**config.mk**
```make
export PLATFORM = sky130hd
export DESIGN_NAME = eth_frame_packer_flat
export DESIGN_NICKNAME = d
export VERILOG_FILES = /design/src/rtl/eth_frame_packer_if.sv /design/src/rtl/eth_frame_packer.sv /design/src/flat_wrapper.sv
export SDC_FILE = /design/constraint.sdc
export NUM_CORES = 1
export LEC_CHECK = 0
export BUFFER_PORTS_ARGS = -buffer_cell sky130_fd_sc_hd__buf_2
export CAP_MARGIN = 10
export CELL_PAD_IN_SITES_DETAIL_PLACEMENT = 2
export CELL_PAD_IN_SITES_GLOBAL_PLACEMENT = 2
export CORE_ASPECT_RATIO = 0.7
export CORE_MARGIN = 1
export CORE_UTILIZATION = 29
export CTS_CLUSTER_DIAMETER = 200
export CTS_CLUSTER_SIZE = 30
export DETAILED_ROUTE_END_ITERATION = 8
export PLACE_DENSITY = 0.91
export SYNTH_ARGS = -nofsm -noshare
export SYNTH_HDL_FRONTEND = slang
export SYNTH_SLANG_ARGS = --single-unit
```
**constraint.sdc**
```tcl
create_clock -name clk -period 2.88 [get_ports clk]
set_input_delay 0.432 -clock clk [delete_from_list [all_inputs] [get_ports clk]]
set_output_delay 0.432 -clock clk [all_outputs]
set_load 0.005 [all_outputs]
```
**src/rtl/eth_frame_packer_if.sv**
```systemverilog
// Bundle of the FIFO-side read port and the Ethernet header/payload output port
// of eth_frame_packer. The master modport is the packer's view, the slave
// modport is the view of the surrounding FIFO/MAC logic.
interface eth_frame_packer_if #(
    parameter int COUNT_WIDTH = 12
);
    logic [7:0]             s_fifo_axis_tdata;
    logic                   s_fifo_axis_tvalid;
    logic                   s_fifo_axis_tready;
    logic [COUNT_WIDTH-1:0] s_fifo_rd_data_count;

    logic                   m_eth_hdr_valid;
    logic                   m_eth_hdr_ready;
    logic [47:0]            m_eth_dest_mac;
    logic [47:0]            m_eth_src_mac;
    logic [15:0]            m_eth_type;

    logic [7:0]             m_eth_payload_axis_tdata;
    logic                   m_eth_payload_axis_tvalid;
    logic                   m_eth_payload_axis_tready;
    logic                   m_eth_payload_axis_tlast;
    logic                   m_eth_payload_axis_tuser;

    modport master (
        input  s_fifo_axis_tdata, s_fifo_axis_tvalid, s_fifo_rd_data_count,
        output s_fifo_axis_tready,
        output m_eth_hdr_valid, m_eth_dest_mac, m_eth_src_mac, m_eth_type,
        input  m_eth_hdr_ready,
        output m_eth_payload_axis_tdata, m_eth_payload_axis_tvalid,
        output m_eth_payload_axis_tlast, m_eth_payload_axis_tuser,
        input  m_eth_payload_axis_tready
    );

    modport slave (
        output s_fifo_axis_tdata, s_fifo_axis_tvalid, s_fifo_rd_data_count,
        input  s_fifo_axis_tready,
        input  m_eth_hdr_valid, m_eth_dest_mac, m_eth_src_mac, m_eth_type,
        output m_eth_hdr_ready,
        input  m_eth_payload_axis_tdata, m_eth_payload_axis_tvalid,
        input  m_eth_payload_axis_tlast, m_eth_payload_axis_tuser,
        output m_eth_payload_axis_tready
    );
endinterface

```
**src/rtl/eth_frame_packer.sv**
```systemverilog
// Ethernet frame packer: waits for a full frame's worth of bytes in the source
// FIFO (or an idle timeout with a partial frame), raises one header, then emits
// a 4-byte sub-header {seq, len} followed by the FIFO bytes through a 2-entry
// registered skid buffer.
module eth_frame_packer #(
    parameter int          PAYLOAD_LEN    = 512,
    parameter int          COUNT_WIDTH    = 12,
    parameter int          TIMEOUT_CYCLES = 0,
    parameter logic [47:0] DEST_MAC       = 48'hFFFFFFFFFFFF,
    parameter logic [47:0] SRC_MAC        = 48'h020000000001,
    parameter logic [15:0] ETH_TYPE       = 16'h88B5
) (
    input  logic                 clk,
    input  logic                 rst,
    eth_frame_packer_if.master   bus,
    output logic [15:0]          status_seq_num
);
    typedef enum logic [1:0] {IDLE, HEADER, PAYLOAD} state_t;

    localparam logic [15:0]            FULL_LEN  = 16'(PAYLOAD_LEN);
    localparam logic [COUNT_WIDTH-1:0] FULL_CNT  = COUNT_WIDTH'(PAYLOAD_LEN);
    localparam int                     TIMER_W   = (TIMEOUT_CYCLES > 0) ? $clog2(TIMEOUT_CYCLES + 1) : 1;
    localparam logic [TIMER_W-1:0]     TIMER_MAX = TIMER_W'(TIMEOUT_CYCLES);

    state_t               state_reg, state_next;
    logic                 hdr_valid_reg, hdr_valid_next;
    logic [1:0]           hdr_idx_reg, hdr_idx_next;
    logic [15:0]          remain_reg, remain_next;
    logic [15:0]          frame_len_reg, frame_len_next;
    logic [15:0]          seq_reg, seq_next;
    logic [TIMER_W-1:0]   timer_reg, timer_next;

    // Skid buffer: out_* is the registered output, skid_* catches one byte
    // when the downstream stalls. Input ready depends only on skid occupancy,
    // so downstream tready never reaches the FIFO read enable combinationally.
    logic                 out_valid_reg, out_last_reg;
    logic [7:0]           out_data_reg;
    logic                 skid_valid_reg, skid_last_reg;
    logic [7:0]           skid_data_reg;

    logic                 in_valid, in_last, in_ready, in_fire, fifo_ready;
    logic [7:0]           in_data;
    logic [COUNT_WIDTH-1:0] count;
    logic                 count_full, count_zero, timed_out;

    assign count      = bus.s_fifo_rd_data_count;
    assign count_full = (count >= FULL_CNT);
    assign count_zero = (count == '0);
    assign timed_out  = (TIMEOUT_CYCLES != 0) && (timer_reg == TIMER_MAX) && !count_zero;
    assign in_ready   = !skid_valid_reg;
    assign in_fire    = in_valid && in_ready;

    // Frame-control state and counters register.
    always_ff @(posedge clk or posedge rst) begin
        if (rst) begin
            state_reg     <= IDLE;
            hdr_valid_reg <= 1'b0;
            hdr_idx_reg   <= 2'd0;
            remain_reg    <= 16'd0;
            frame_len_reg <= 16'd0;
            seq_reg       <= 16'd0;
            timer_reg     <= '0;
        end else begin
            state_reg     <= state_next;
            hdr_valid_reg <= hdr_valid_next;
            hdr_idx_reg   <= hdr_idx_next;
            remain_reg    <= remain_next;
            frame_len_reg <= frame_len_next;
            seq_reg       <= seq_next;
            timer_reg     <= timer_next;
        end
    end

    // Next-state logic: start decision, sub-header sequencing, payload count-down.
    always_comb begin
        state_next     = state_reg;
        hdr_valid_next = hdr_valid_reg;
        hdr_idx_next   = hdr_idx_reg;
        remain_next    = remain_reg;
        frame_len_next = frame_len_reg;
        seq_next       = seq_reg;
        timer_next     = '0;
        in_valid       = 1'b0;
        in_data        = 8'd0;
        in_last        = 1'b0;
        fifo_ready     = 1'b0;

        if (hdr_valid_reg && bus.m_eth_hdr_ready) begin
            hdr_valid_next = 1'b0;
        end

        case (state_reg)
            IDLE: begin
                if (count_zero) begin
                    timer_next = '0;
                end else if (!count_full && timer_reg != TIMER_MAX) begin
                    timer_next = timer_reg + 1'b1;
                end else begin
                    timer_next = timer_reg;
                end
                if (!hdr_valid_reg && (count_full || timed_out)) begin
                    frame_len_next = count_full ? FULL_LEN : 16'(count);
                    hdr_valid_next = 1'b1;
                    hdr_idx_next   = 2'd0;
                    timer_next     = '0;
                    state_next     = HEADER;
                end
            end
            HEADER: begin
                in_valid = 1'b1;
                case (hdr_idx_reg)
                    2'd0:    in_data = seq_reg[15:8];
                    2'd1:    in_data = seq_reg[7:0];
                    2'd2:    in_data = frame_len_reg[15:8];
                    default: in_data = frame_len_reg[7:0];
                endcase
                if (in_ready) begin
                    hdr_idx_next = hdr_idx_reg + 2'd1;
                    if (hdr_idx_reg == 2'd3) begin
                        remain_next = frame_len_reg;
                        state_next  = PAYLOAD;
                    end
                end
            end
            PAYLOAD: begin
                fifo_ready = in_ready;
                in_valid   = bus.s_fifo_axis_tvalid;
                in_data    = bus.s_fifo_axis_tdata;
                in_last    = (remain_reg == 16'd1);
                if (in_fire) begin
                    remain_next = remain_reg - 16'd1;
                    if (remain_reg == 16'd1) begin
                        seq_next   = seq_reg + 16'd1;
                        state_next = IDLE;
                    end
                end
            end
            default: state_next = IDLE;
        endcase
    end

    // Output skid buffer: refill the output register from the skid slot first,
    // otherwise from the input; park the input byte when the output is stalled.
    always_ff @(posedge clk or posedge rst) begin
        if (rst) begin
            out_valid_reg  <= 1'b0;
            out_data_reg   <= 8'd0;
            out_last_reg   <= 1'b0;
            skid_valid_reg <= 1'b0;
            skid_data_reg  <= 8'd0;
            skid_last_reg  <= 1'b0;
        end else if (!out_valid_reg || bus.m_eth_payload_axis_tready) begin
            if (skid_valid_reg) begin
                out_valid_reg  <= 1'b1;
                out_data_reg   <= skid_data_reg;
                out_last_reg   <= skid_last_reg;
                skid_valid_reg <= 1'b0;
            end else begin
                out_valid_reg <= in_fire;
                out_last_reg  <= in_fire && in_last;
                if (in_fire) begin
                    out_data_reg <= in_data;
                end
            end
        end else if (in_fire) begin
            skid_valid_reg <= 1'b1;
            skid_data_reg  <= in_data;
            skid_last_reg  <= in_last;
        end
    end

    assign bus.s_fifo_axis_tready        = fifo_ready;
    assign bus.m_eth_hdr_valid           = hdr_valid_reg;
    assign bus.m_eth_dest_mac            = DEST_MAC;
    assign bus.m_eth_src_mac             = SRC_MAC;
    assign bus.m_eth_type                = ETH_TYPE;
    assign bus.m_eth_payload_axis_tdata  = out_data_reg;
    assign bus.m_eth_payload_axis_tvalid = out_valid_reg;
    assign bus.m_eth_payload_axis_tlast  = out_last_reg;
    assign bus.m_eth_payload_axis_tuser  = 1'b0;
    assign status_seq_num                = seq_reg;
endmodule

```
**src/flat_wrapper.sv**
```systemverilog
// flat-port wrapper written by rule: the top's interface ports become plain ports
module eth_frame_packer_flat 
#(
    parameter int          PAYLOAD_LEN    = 512,
    parameter int          COUNT_WIDTH    = 12,
    parameter int          TIMEOUT_CYCLES = 0,
    parameter logic [47:0] DEST_MAC       = 48'hFFFFFFFFFFFF,
    parameter logic [47:0] SRC_MAC        = 48'h020000000001,
    parameter logic [15:0] ETH_TYPE       = 16'h88B5
)
  (clk, rst, status_seq_num, bus_s_fifo_axis_tdata, bus_s_fifo_axis_tvalid, bus_s_fifo_rd_data_count, bus_s_fifo_axis_tready, bus_m_eth_hdr_valid, bus_m_eth_dest_mac, bus_m_eth_src_mac, bus_m_eth_type, bus_m_eth_hdr_ready, bus_m_eth_payload_axis_tdata, bus_m_eth_payload_axis_tvalid, bus_m_eth_payload_axis_tlast, bus_m_eth_payload_axis_tuser, bus_m_eth_payload_axis_tready);
  eth_frame_packer_if #(.COUNT_WIDTH(COUNT_WIDTH)) bus_i ();
  input  logic clk;
  input  logic rst;
  output logic [15:0] status_seq_num;
  input wire logic [$bits(bus_i.s_fifo_axis_tdata)-1:0] bus_s_fifo_axis_tdata;
  input wire logic [$bits(bus_i.s_fifo_axis_tvalid)-1:0] bus_s_fifo_axis_tvalid;
  input wire logic [$bits(bus_i.s_fifo_rd_data_count)-1:0] bus_s_fifo_rd_data_count;
  output wire logic [$bits(bus_i.s_fifo_axis_tready)-1:0] bus_s_fifo_axis_tready;
  output wire logic [$bits(bus_i.m_eth_hdr_valid)-1:0] bus_m_eth_hdr_valid;
  output wire logic [$bits(bus_i.m_eth_dest_mac)-1:0] bus_m_eth_dest_mac;
  output wire logic [$bits(bus_i.m_eth_src_mac)-1:0] bus_m_eth_src_mac;
  output wire logic [$bits(bus_i.m_eth_type)-1:0] bus_m_eth_type;
  input wire logic [$bits(bus_i.m_eth_hdr_ready)-1:0] bus_m_eth_hdr_ready;
  output wire logic [$bits(bus_i.m_eth_payload_axis_tdata)-1:0] bus_m_eth_payload_axis_tdata;
  output wire logic [$bits(bus_i.m_eth_payload_axis_tvalid)-1:0] bus_m_eth_payload_axis_tvalid;
  output wire logic [$bits(bus_i.m_eth_payload_axis_tlast)-1:0] bus_m_eth_payload_axis_tlast;
  output wire logic [$bits(bus_i.m_eth_payload_axis_tuser)-1:0] bus_m_eth_payload_axis_tuser;
  input wire logic [$bits(bus_i.m_eth_payload_axis_tready)-1:0] bus_m_eth_payload_axis_tready;
  assign bus_i.s_fifo_axis_tdata = bus_s_fifo_axis_tdata;
  assign bus_i.s_fifo_axis_tvalid = bus_s_fifo_axis_tvalid;
  assign bus_i.s_fifo_rd_data_count = bus_s_fifo_rd_data_count;
  assign bus_s_fifo_axis_tready = bus_i.s_fifo_axis_tready;
  assign bus_m_eth_hdr_valid = bus_i.m_eth_hdr_valid;
  assign bus_m_eth_dest_mac = bus_i.m_eth_dest_mac;
  assign bus_m_eth_src_mac = bus_i.m_eth_src_mac;
  assign bus_m_eth_type = bus_i.m_eth_type;
  assign bus_i.m_eth_hdr_ready = bus_m_eth_hdr_ready;
  assign bus_m_eth_payload_axis_tdata = bus_i.m_eth_payload_axis_tdata;
  assign bus_m_eth_payload_axis_tvalid = bus_i.m_eth_payload_axis_tvalid;
  assign bus_m_eth_payload_axis_tlast = bus_i.m_eth_payload_axis_tlast;
  assign bus_m_eth_payload_axis_tuser = bus_i.m_eth_payload_axis_tuser;
  assign bus_i.m_eth_payload_axis_tready = bus_m_eth_payload_axis_tready;
  eth_frame_packer #(.PAYLOAD_LEN(PAYLOAD_LEN), .COUNT_WIDTH(COUNT_WIDTH), .TIMEOUT_CYCLES(TIMEOUT_CYCLES), .DEST_MAC(DEST_MAC), .SRC_MAC(SRC_MAC), .ETH_TYPE(ETH_TYPE)) u_core (.clk(clk), .rst(rst), .bus(bus_i), .status_seq_num(status_seq_num));
endmodule
```
==> results of run 1 <==
per-layer routing:
layer	GRT usage [%]	routed length [um]	vias up
met5	0	0	-
met1	20.9	5670	1709
met3	4.25	571	11
met4	4.40	142	0
met2	28.4	6480	93
li1	-	-	1517
metrics by stage:
| step | area, sq um | power, mW |
|---|---|---|
| 6_report | 4770 | 4.20 |
| 5_1_grt | 4770 | 4.49 |
| 4_1_cts | 4770 | 4.22 |
| 3_5_place_dp | 4500 | 3.15 |
| 3_3_place_gp | 4500 | 2.97 |
| 2_1_floorplan | 4890 | 2.68 |
layout by cell type (no fill, tap or decap), drive strengths merged, types with 6 or more instances in the layout:
| cell | n |
|---|---|
| o31ai | 6 |
| nor2 | 26 |
| nor2b | 18 |
| buf | 50 |
| o22ai | 6 |
| dfrtp | 69 |
| nand4 | 6 |
| xnor2 | 10 |
| xor2 | 6 |
| mux2 | 7 |
| clkbuf | 10 |
| inv | 21 |
| nand2 | 35 |
| a21oi | 32 |
| conb | 113 |
| ha | 12 |
| a22oi | 8 |
| mux2i | 7 |
| o21ai | 19 |
power by group:
group	total (mW)	switching (mW)	internal [mW]
combinational	1.77	1.14	0.630
sequential	1.41	0.217	1.19
clock	1.02	0.425	0.595
worst max path at each step:
| stage | slack, ps | startpoint | to | depth (start not counted) |
|---|---|---|---|---|
| CTS | 450 | u_core.state_reg[1] | u_core.remain_reg[13] | 7 |
| floorplan | 490 | u_core.state_reg[0] | u_core.skid_data_reg[7] | 7 |
| detailed placement | 510 | u_core.state_reg[0] | u_core.bus.m_eth_payload_axis_tdata[0] | 7 |
| global route | 270 | u_core.state_reg[1] | u_core.bus.m_eth_payload_axis_tdata[1] | 7 |
| finish | 410 | u_core.state_reg[0] | u_core.bus.m_eth_payload_axis_tdata[1] | 7 |
| global placement | 610 | u_core.remain_reg[6] | u_core.state_reg[1] | 5 |
kinds of logic (layout without fill, tap and decap cells):
group	after synthesis	after routing
buf+inv	153	86
simple gates	124	124
compound gates	98	98
flops	69	69
xor+xnor	16	16
mux	14	14
fa+ha+maj	12	12
other cells	2	113
final cells by class:
cell class	instances	area, sq um
clock buffer	10	239
clock inverter	5	27.5
fill	1693	10100
inverter	21	78.8
multi-input combinational	377	2170
sequential	69	1730
tap	195	244
timing repair buffer	50	280
==> summary.txt, run 1 <==
Synthesis
  • Simple-gate portion of the synthesized area: 14.9%
  • Synth area leader: dfrtp_1
  • Post-synthesis async set-or-reset flop share: 100%
  • Number of flops mapped to enable cells by yosys: 0
  • Compound-Gate Fraction of Synth Area: 14.1%
  • Prevailing post-synth register cell: dfrtp_1
  • Syn Inst Count: 488
  • Top cells by area, synth: dfrtp_1, buf_4, a21oi_1, ha_1, nand2_1
  • Cell variety after synth: 54
  • Multiplexer share of the synthesized area: 3.32%
  • Number of synthesized register bits: 69
  • XOR/XNOR Fraction of Synth Area: 3.13%
  • Syn. warnings: 0
  • Adder-Cell Fraction of Synth Area: 3.35%
  • Synth cell count leaders: buf_4, dfrtp_1, nand2_1, a21oi_1, nor2_1
  • Top-count cell post-synth: buf_4
  • Netlist Area Pre-Place: 4480 sq um
  • Main combinational cell family by area after synthesis: buffers and inverters
  • Syn avg cell area: 9.18 sq um
  • Area share of the largest cell type after synthesis: 38.6%
  • Sequential share of the synthesized area: 38.6%

Clock tree
  • TritonCTS clock tree: built
  • CTS root buf: clkbuf_16
  • CTS H-tree lvls: 3
  • Maximum clock path buffer count: 2
  • Setup bufs post-CTS: 0
  • Clk_lat worst skew: 340 ps
  • Num CTS Buffers: 9
  • Post-CTS Resized: 0
  • Clk slew on worst S/H paths: 60 ps
  • Cts hold-fix bufs: 0
  • CTS Sinks: 69

Timing
  • Slew margin rel.: 32.6%
  • Worst setup margin: 414 ps
  • Max Fclk: 406 MHz
  • Period Utilization, post-route: 85.6%
  • RSZ-0062 raised after global routing: false
  • Slew Limit Fails: 0
  • Clock skew: 6.83 ps
  • Worst hold slack: 246 ps
  • Period minus WS final: 2470 ps
  • Setup TNS: 0 ps
  • Worst slew pin tran: 1000 ps
  • Fin. Hold Viols: 0
  • Final setup violation count: 0

Critical path
  • Register-to-Register Setup Slack: 410 ps
  • Data arrival time of the worst path: 2710 ps
  • Worst Setup Start Kind: flip-flop
  • Delay-heaviest family, CP: compound AO/OA/AOI/OAI gates
  • R2R depth: 7
  • Crit path buf inv count: 1
  • CP max stage cell: a221oi_1
  • RR Startpoint: u_core.state_reg[0]
  • CP Cell Sequence: inv_1 -> ha_1 -> nand2_1 -> a221oi_1 -> a21oi_1 -> nor2b_1 -> o31ai_1
  • Worst Setup Path Type: flip-flop to flip-flop
  • Max FO, Critical Path: 10
  • Slowest stage delay, CP: 590 ps
  • R2r endpoint: u_core.bus.m_eth_payload_axis_tdata[1]
  • Worst Path Required: 3120 ps
  • CP Capture Type: flip-flop

GRT
  • Gr ovfl total: 0
  • Initial antenna violation count: 0
  • All-Layer GR Usage: 16.7%
  • Vias in the first global route: 3532
  • Largest net degree at the start of global routing: 40
  • First-pass GRT wire length: 20.1 mm

Placed design
  • Gp weighted congestion: 0.789
  • Hpwl dp: 9.39 mm
  • I/O Buffers: 43
  • Worst slack at placement: 507 ps
  • Post-placement cell count: 712

Floorplanning
  • Die H: 106 um
  • Ports: 166
  • # rows: 37
  • Initial core utilization: 30.0%
  • Die Span X: 151 um
  • Die ar.: 16000 sq um
  • Core Area: 14900 sq um

Detailed routing
  • Vias after detailed routing: 3330
  • Routed length per placed instance: 17.7 um
  • First-pass iteration count of the detailed router: 4
  • Routed WL: 12.9 mm
  • DR DRC count: 0
  • Initial DRC Count: 159
  • Via density per instance: 4.58
  • Detail Route Antenna Nets: 0

Pwr
  • Pleak: 2.30 nW
  • Peak supply drop: 0.316 mV
  • Power Density: 881 nW/um^2

Status
  • Outcome: finished, final reports clean

Job
  • Max-Cap Viols: 0

Cells and area
  • Post-layout net count: 565
  • Share of cells above drive strength 1: 16.4%
  • Layout Cells excl Fill: 727
  • Inserted Diodes: 0
  • Layout area overhead: 6.45%
  • Fin util: 32.0%

Worst hold path
  • Worst Hold Class: input pin to async pin
(Power assumes the default switching activity.)
==> run 2: changes to the inputs <==
--- a/config.mk
+++ b/config.mk
@@ -16,6 +16,7 @@
 export CTS_CLUSTER_SIZE = 30
 export DETAILED_ROUTE_END_ITERATION = 8
 export PLACE_DENSITY = 0.91
+export REMOVE_ABC_BUFFERS = 1
 export SYNTH_ARGS = -nofsm -noshare
 export SYNTH_HDL_FRONTEND = slang
 export SYNTH_SLANG_ARGS = --single-unit
==> run 2 against run 1 <==
Compared with the run above:
- setup slack worse by 200 ps
- global-route usage is 1.4 points higher
- clock skew is 0.58 ps higher
- worst hold slack better by 9.7 ps
- clock-buffer cell count is 5 higher
- critical endpoint is now u_core.skid_data_reg[1]
==> summary.txt, run 2 (same netlist as run 1, synthesis figures left out) <==
GRT
  • First-pass GRT wire length: 21.4 mm (+6.4%)
  • Gr ovfl total: 0 (unchanged)
  • Largest net degree at the start of global routing: 38 (-5.0%)
  • Initial antenna violation count: 0 (unchanged)
  • All-Layer GR Usage: 18.1% (+1.4 points)
  • Vias in the first global route: 3617 (+2.4%)

Cells and area
  • Most frequent cells in the layout: conb_1, dfrtp_1, buf_2
  • Final instance area: 4790 sq um (+0.55%)
  • Post-layout net count: 566 (+0.18%)
  • Most common cell after layout, fill and taps aside: conb_1
  • Inserted Diodes: 0 (unchanged)
  • Filler instances: 1694 (+0.059%)
  • Fin util: 32.2% (+0.18 points)
  • Layout area overhead: 7.04%
  • Share of cells above drive strength 1: 16.3% (-0.031 points)

Critical path
  • Register-to-Register Setup Slack: 210 ps (-200 ps)
  • R2R depth: 7 (unchanged)
  • Crit path launch: u_core.state_reg[0]
  • RR Startpoint: u_core.state_reg[0]
  • Data arrival time of the worst path: 2930 ps (+220 ps)
  • R2r endpoint: u_core.skid_data_reg[1]
  • Max FO, Critical Path: 10 (unchanged)
  • Worst Setup Path Type: flip-flop to flip-flop
  • CP Capture Type: flip-flop
  • CP Capture Point: u_core.skid_data_reg[1]
  • Worst Setup Start Kind: flip-flop
  • Worst Path Required: 3140 ps (+20 ps)

Clock tree
  • TritonCTS clock tree: built
  • CTS root buf: clkbuf_16
  • Setup bufs post-CTS: 0 (unchanged)
  • CTS H-tree lvls: 3 (unchanged)
  • Clk_lat worst skew: 340 ps (about the same)
  • CTS Sinks: 69 (unchanged)
  • Maximum clock path buffer count: 2 (unchanged)
  • Clk slew on worst S/H paths: 60 ps (about the same)
  • Num CTS Buffers: 9 (unchanged)
  • Cts hold-fix bufs: 0 (unchanged)
  • Post-CTS Resized: 0 (unchanged)

Floorplanning
  • # rows: 37 (unchanged)
  • Die Span X: 151 um (unchanged)
  • Core Area: 14900 sq um (unchanged)
  • Die ar.: 16000 sq um (unchanged)
  • Initial core utilization: 30.0% (unchanged)
  • Ports: 166 (unchanged)
  • Die H: 106 um (unchanged)

Detailed routing
  • Detail Route Antenna Nets: 0 (unchanged)
  • Vias after detailed routing: 3421 (+2.7%)
  • Initial DRC Count: 157 (-1.3%)
  • DR DRC count: 0 (unchanged)
  • Via density per instance: 4.70 (+2.6%)
  • Routed WL: 13.9 mm (+8.4%)
  • Routed length per placed instance: 19.2 um (+8.2%)
  • First-pass iteration count of the detailed router: 4 (unchanged)

Pwr
  • Internal power consumption: 2.53 mW (+4.7%)
  • Switching Fraction: 42.2% (-0.24 points)
  • Total power: 4.38 mW (+4.3%)
  • Logic pwr share: 41.9% (-0.3 points)
  • Pleak: 2.31 nW (+0.59%)
  • Clock power share: 25.5% (+1.2 points)
  • Sequential power share: 32.6% (-0.9 points)
  • Power Density: 914 nW/um^2 (+3.7%)
  • Sw Pwr: 1.85 mW (+3.7%)
  • Peak supply drop: 0.437 mV (+38%)

Timing
  • Max Fclk: 375 MHz (-7.6%)
  • Setup TNS: 0 ps (unchanged)
  • Slew Limit Fails: 0 (unchanged)
  • Worst slew pin tran: 825 ps (-177 ps)
  • Slew margin rel.: 44.9% (+12 points)
  • Period Utilization, post-route: 92.7% (+7.1 points)
  • Clock skew: 7.41 ps (+0.580 ps)
  • Final setup violation count: 0 (unchanged)
  • Fin. Hold Viols: 0 (unchanged)
  • Period minus WS final: 2670 ps (+203 ps)
  • RSZ-0062 raised after global routing: false

Placed design
  • DP Area: 4500 sq um (-0.11%)
  • Hpwl dp: 10.3 mm (+9.5%)
  • Gp weighted congestion: 0.811 (+2.8%)
  • I/O Buffers: 43 (unchanged)

Job
  • Max-Cap Viols: 0 (unchanged)

Worst hold path
  • Worst Hold Class: input pin to async pin

Status
  • Outcome: finished, final reports clean
==> run 2: cell count changes in the layout (fill, tap and decap cells not counted) <==
cell        before  now
buf_12           1    0
clkbuf_1         0    1
clkinvlp_4       1    0
clkbuf_8         1    5
buf_4            6    8
clkinv_2         4    0
==> run 2: how the worst min path moves through the flow <==
stage                                      startpoint                                     end  depth (start not counted)  slack [ps]
4_1_cts                                           rst                 u_core.skid_data_reg[6]                          2         280
3_3_place_gp   u_core.bus.m_eth_payload_axis_tdata[7]  u_core.bus.m_eth_payload_axis_tdata[7]                          2         470
3_5_place_dp   u_core.bus.m_eth_payload_axis_tdata[0]  u_core.bus.m_eth_payload_axis_tdata[0]                          2         480
5_1_grt                                           rst                u_core.status_seq_num[7]                          2         310
6_report                                          rst                u_core.status_seq_num[7]                          2         260
2_1_floorplan                 u_core.frame_len_reg[9]                 u_core.frame_len_reg[9]                          1         470
==> run 2: layer usage <==
layer  GRT usage (%)  routed length (um)  vias up
met5               0                   0        -
met1            23.2                6070     1769
met4            7.50                 312        0
met2            29.2                6910      108
li1                -                   -     1521
met3            3.86                 652       23
==> run 2: stage by stage <==
step	worst slack [ps]	hold slack, ps	instances
5_1_grt	51.1	312	728
3_5_place_dp	334	480	713
2_1_floorplan	-378	465	467
4_1_cts	251	283	728
6_report	211	256	728
3_3_place_gp	579	472	713
==> run 2: final cells by class <==
| cell class | instances | area (sq um) | share of cell area, % |
|---|---|---|---|
| multi-input cells | 377 | 2170 | 45.3 |
| flip-flops and latches | 69 | 1730 | 36.0 |
| clock buffers | 15 | 298 | 6.21 |
| repair buffers | 51 | 275 | 5.74 |
| well taps | 195 | 244 | 5.09 |
| inverters | 21 | 78.8 | 1.64 |
==> run 2: worst max-delay path, stage by stage, from the launching register on <==
cell	delay, ps
dfrtp_1	410
inv_1	110
ha_1	550
inv_1	240
nor4b_2	770
buf_4	300
nor2_1	70
a21oi_1	140
==> run 2: power by group through the flow <==
| stage | clock, mW | sequential [mW] | combinational, mW |
|---|---|---|---|
| floorplan | 0 | 1.37 | 1.15 |
| global placement | 0 | 1.40 | 1.60 |
| detailed placement | 0 | 1.43 | 1.77 |
| CTS | 1.14 | 1.42 | 1.82 |
| global route | 1.18 | 1.46 | 2.02 |
| finish | 1.12 | 1.43 | 1.84 |
==> run 3: changes to the inputs <==
--- a/config.mk
+++ b/config.mk
@@ -9,7 +9,7 @@
 export CAP_MARGIN = 10
 export CELL_PAD_IN_SITES_DETAIL_PLACEMENT = 2
 export CELL_PAD_IN_SITES_GLOBAL_PLACEMENT = 2
-export CORE_ASPECT_RATIO = 0.7
+export CORE_ASPECT_RATIO = 1.25
 export CORE_MARGIN = 1
 export CORE_UTILIZATION = 29
 export CTS_CLUSTER_DIAMETER = 200
==> run 3 against run 2 <==
Compared with the run above:
- routed wire length up 1.9%
- critical path depth did not move
- critical endpoint is now u_core.skid_data_reg[2]
- setup slack lost 5.4 ps
- combinational power about the same
- total power is 4.0% higher
- via count is 1.1% higher
- first-iteration DRC count shrank 23%
- clock power increased by 17%
==> summary.txt, run 3 (same netlist as run 1, synthesis figures left out) <==
Pwr
  • Sw Pwr: 1.88 mW (+1.7%)
  • Sequential power share: 31.3% (-1.3 points)
  • Internal power consumption: 2.67 mW (+5.6%)
  • Peak supply drop: 0.429 mV (-1.7%)
  • Clock power share: 28.7% (+3.2 points)
  • Logic pwr share: 40.0% (-1.9 points)
  • Switching Fraction: 41.3% (-0.90 points)
  • Total power: 4.55 mW (+4.0%)
  • Power Density: 944 nW/um^2 (+3.3%)
  • Pleak: 2.33 nW (+0.90%)

Job
  • Max-Cap Viols: 0 (unchanged)

GRT
  • Initial antenna violation count: 0 (unchanged)
  • Largest net degree at the start of global routing: 41 (+7.9%)
  • Vias in the first global route: 3857 (+6.6%)
  • All-Layer GR Usage: 18.1% (+0.092 points)
  • First-pass GRT wire length: 22.1 mm (+3.1%)
  • Gr ovfl total: 0 (unchanged)

Critical path
  • CP max stage cell: nor4b_2
  • Max FO, Critical Path: 10 (unchanged)
  • Data arrival time of the worst path: 2940 ps (about the same)
  • CP Capture Type: flip-flop
  • Slowest stage delay, CP: 790 ps (+20 ps)
  • Worst path most repeated cell: inv_1
  • Worst Setup Path Type: flip-flop to flip-flop
  • CP Cell Sequence: inv_1 -> ha_1 -> inv_1 -> nor4b_2 -> buf_4 -> nor2_1 -> a21oi_1
  • Worst Setup Start Kind: flip-flop
  • Worst Path Required: 3140 ps (about the same)

Floorplanning
  • Core Area: 15000 sq um (+0.72%)
  • # rows: 50 (+35%)
  • Die ar.: 15900 sq um (about the same)
  • Die H: 141 um (+33%)
  • Initial core utilization: 29.8% (-0.22 points)
  • Ports: 166 (unchanged)
  • Die Span X: 113 um (-25%)

Detailed routing
  • Detail Route Antenna Nets: 0 (unchanged)
  • Routed WL: 14.2 mm (+1.9%)
  • Via density per instance: 4.84 (+2.9%)
  • Initial DRC Count: 121 (-23%)
  • First-pass iteration count of the detailed router: 4 (unchanged)
  • Routed length per placed instance: 19.9 um (+3.7%)
  • Vias after detailed routing: 3459 (+1.1%)
  • DR DRC count: 0 (unchanged)

Placed design
  • Post-placement cell count: 699 (-2.0%)
  • I/O Buffers: 43 (unchanged)
  • Hpwl dp: 9.51 mm (-7.6%)
  • Gp weighted congestion: 0.778 (-4.1%)
  • DP Area: 4480 sq um (-0.25%)

Cells and area
  • Most common cell after layout, fill and taps aside: conb_1
  • Inserted Diodes: 0 (unchanged)
  • Fin util: 32.1% (about the same)
  • Filler instances: 1691 (-0.18%)
  • Layout Cells excl Fill: 715 (-1.8%)
  • Final instance area: 4820 sq um (+0.63%)
  • Share of cells above drive strength 1: 16.5% (+0.19 points)
  • Reg area: 1730 sq um (unchanged)
  • Most frequent cells in the layout: conb_1, dfrtp_1, buf_2
  • Post-layout net count: 565 (-0.18%)
  • Footprint of the multi-input gates: 2170 sq um (unchanged)
  • Layout area overhead: 7.71%

Clock tree
  • CTS H-tree lvls: 3 (unchanged)
  • CTS Sinks: 69 (unchanged)
  • CTS root buf: clkbuf_16
  • Clk_lat worst skew: 350 ps (about the same)
  • Num CTS Buffers: 9 (unchanged)
  • Setup bufs post-CTS: 0 (unchanged)
  • Clk slew on worst S/H paths: 60 ps (about the same)
  • Maximum clock path buffer count: 2 (unchanged)
  • TritonCTS clock tree: built
  • Post-CTS Resized: 0 (unchanged)
  • Cts hold-fix bufs: 0 (unchanged)

Timing
  • Clock skew: 7.58 ps (+0.169 ps)
  • Fin. Hold Viols: 0 (unchanged)
  • RSZ-0062 raised after global routing: false
  • Worst hold slack: 277 ps (+21.2 ps)
  • Period Utilization, post-route: 92.9% (+0.19 points)
  • Max Fclk: 374 MHz (-0.20%)
  • Worst slew pin tran: 914 ps (+88.8 ps)
  • Final setup violation count: 0 (unchanged)
  • Period minus WS final: 2670 ps (+5.44 ps)
  • Slew margin rel.: 39.0% (-5.9 points)
  • Slew Limit Fails: 0 (unchanged)

Worst hold path
  • Worst Hold Class: input pin to async pin

Status
  • Outcome: finished, final reports clean
run 3: cell types whose count changed in the layout (fill, tap and decap cells not counted):
| cell | previous run | this run |
|---|---|---|
| clkinv_4 | 0 | 1 |
| buf_12 | 0 | 1 |
| clkbuf_1 | 1 | 0 |
| buf_4 | 8 | 6 |
| bufinv_16 | 0 | 3 |
| clkinv_2 | 0 | 3 |
| clkbuf_8 | 5 | 0 |
run 3: critical path: cells and delay by family, from the launching register on:
| kind | cells | cell delay, ps |
|---|---|---|
| and+or+nand+nor | 2 | 850 |
| buffers and inverters | 3 | 640 |
| adders and majority gates | 1 | 550 |
| DFF | 1 | 400 |
| AOI/OAI and AO/OA | 1 | 150 |
run 3: layout make-up:
| class | count | area share (%) |
|---|---|---|
| clock buffer | 9 | 4.67 |
| clock inverter | 7 | 2.36 |
| inverter | 21 | 1.63 |
| multi-input combinational | 377 | 45.0 |
| sequential | 69 | 35.8 |
| tap | 182 | 4.72 |
| timing repair buffer | 50 | 5.81 |
run 3: path summary, 6_finish.rpt:
path	start	endpoint	slack (ps)	cells past startpoint
max in group asynchronous	rst	u_core.frame_len_reg[1]	1880	3
min reg2reg	u_core.bus.m_eth_payload_axis_tdata[0]	u_core.bus.m_eth_payload_axis_tdata[0]	490	2
min in group clk	bus_m_eth_hdr_ready	u_core.bus.m_eth_hdr_valid	360	3
max reg2reg	u_core.state_reg[0]	u_core.skid_data_reg[2]	210	7
min	rst	u_core.bus.m_eth_payload_axis_tdata[0]	280	2
max	u_core.state_reg[0]	u_core.skid_data_reg[2]	210	7
run 3: power by group through the flow:
stage          clock, mW  combinational (mW)  sequential, mW
3_5_place_dp           0                1.75            1.42
5_1_grt             1.35                1.97            1.46
4_1_cts             1.33                1.82            1.42
6_report            1.31                1.82            1.42
3_3_place_gp           0                1.59            1.39
2_1_floorplan          0                1.15            1.37
run 3: per-stage QoR:
step / TNS [ps] / setup slack [ps]
after floorplan: -2360 / -378
after global placement: 0 / 521
after detailed placement: 0 / 296
after CTS: 0 / 216
after global routing: 0 / 91.5
final: 0 / 206
run 3: metal layers:
layer | vias to the layer above | routed length [um] | GRT usage [%]
met5 | - | 0 | 0
met2 | 141 | 7890 | 34.6
met1 | 1772 | 5150 | 18.7
met4 | 0 | 514 | 9.56
met3 | 32 | 649 | 3.10
li1 | 1514 | - | -
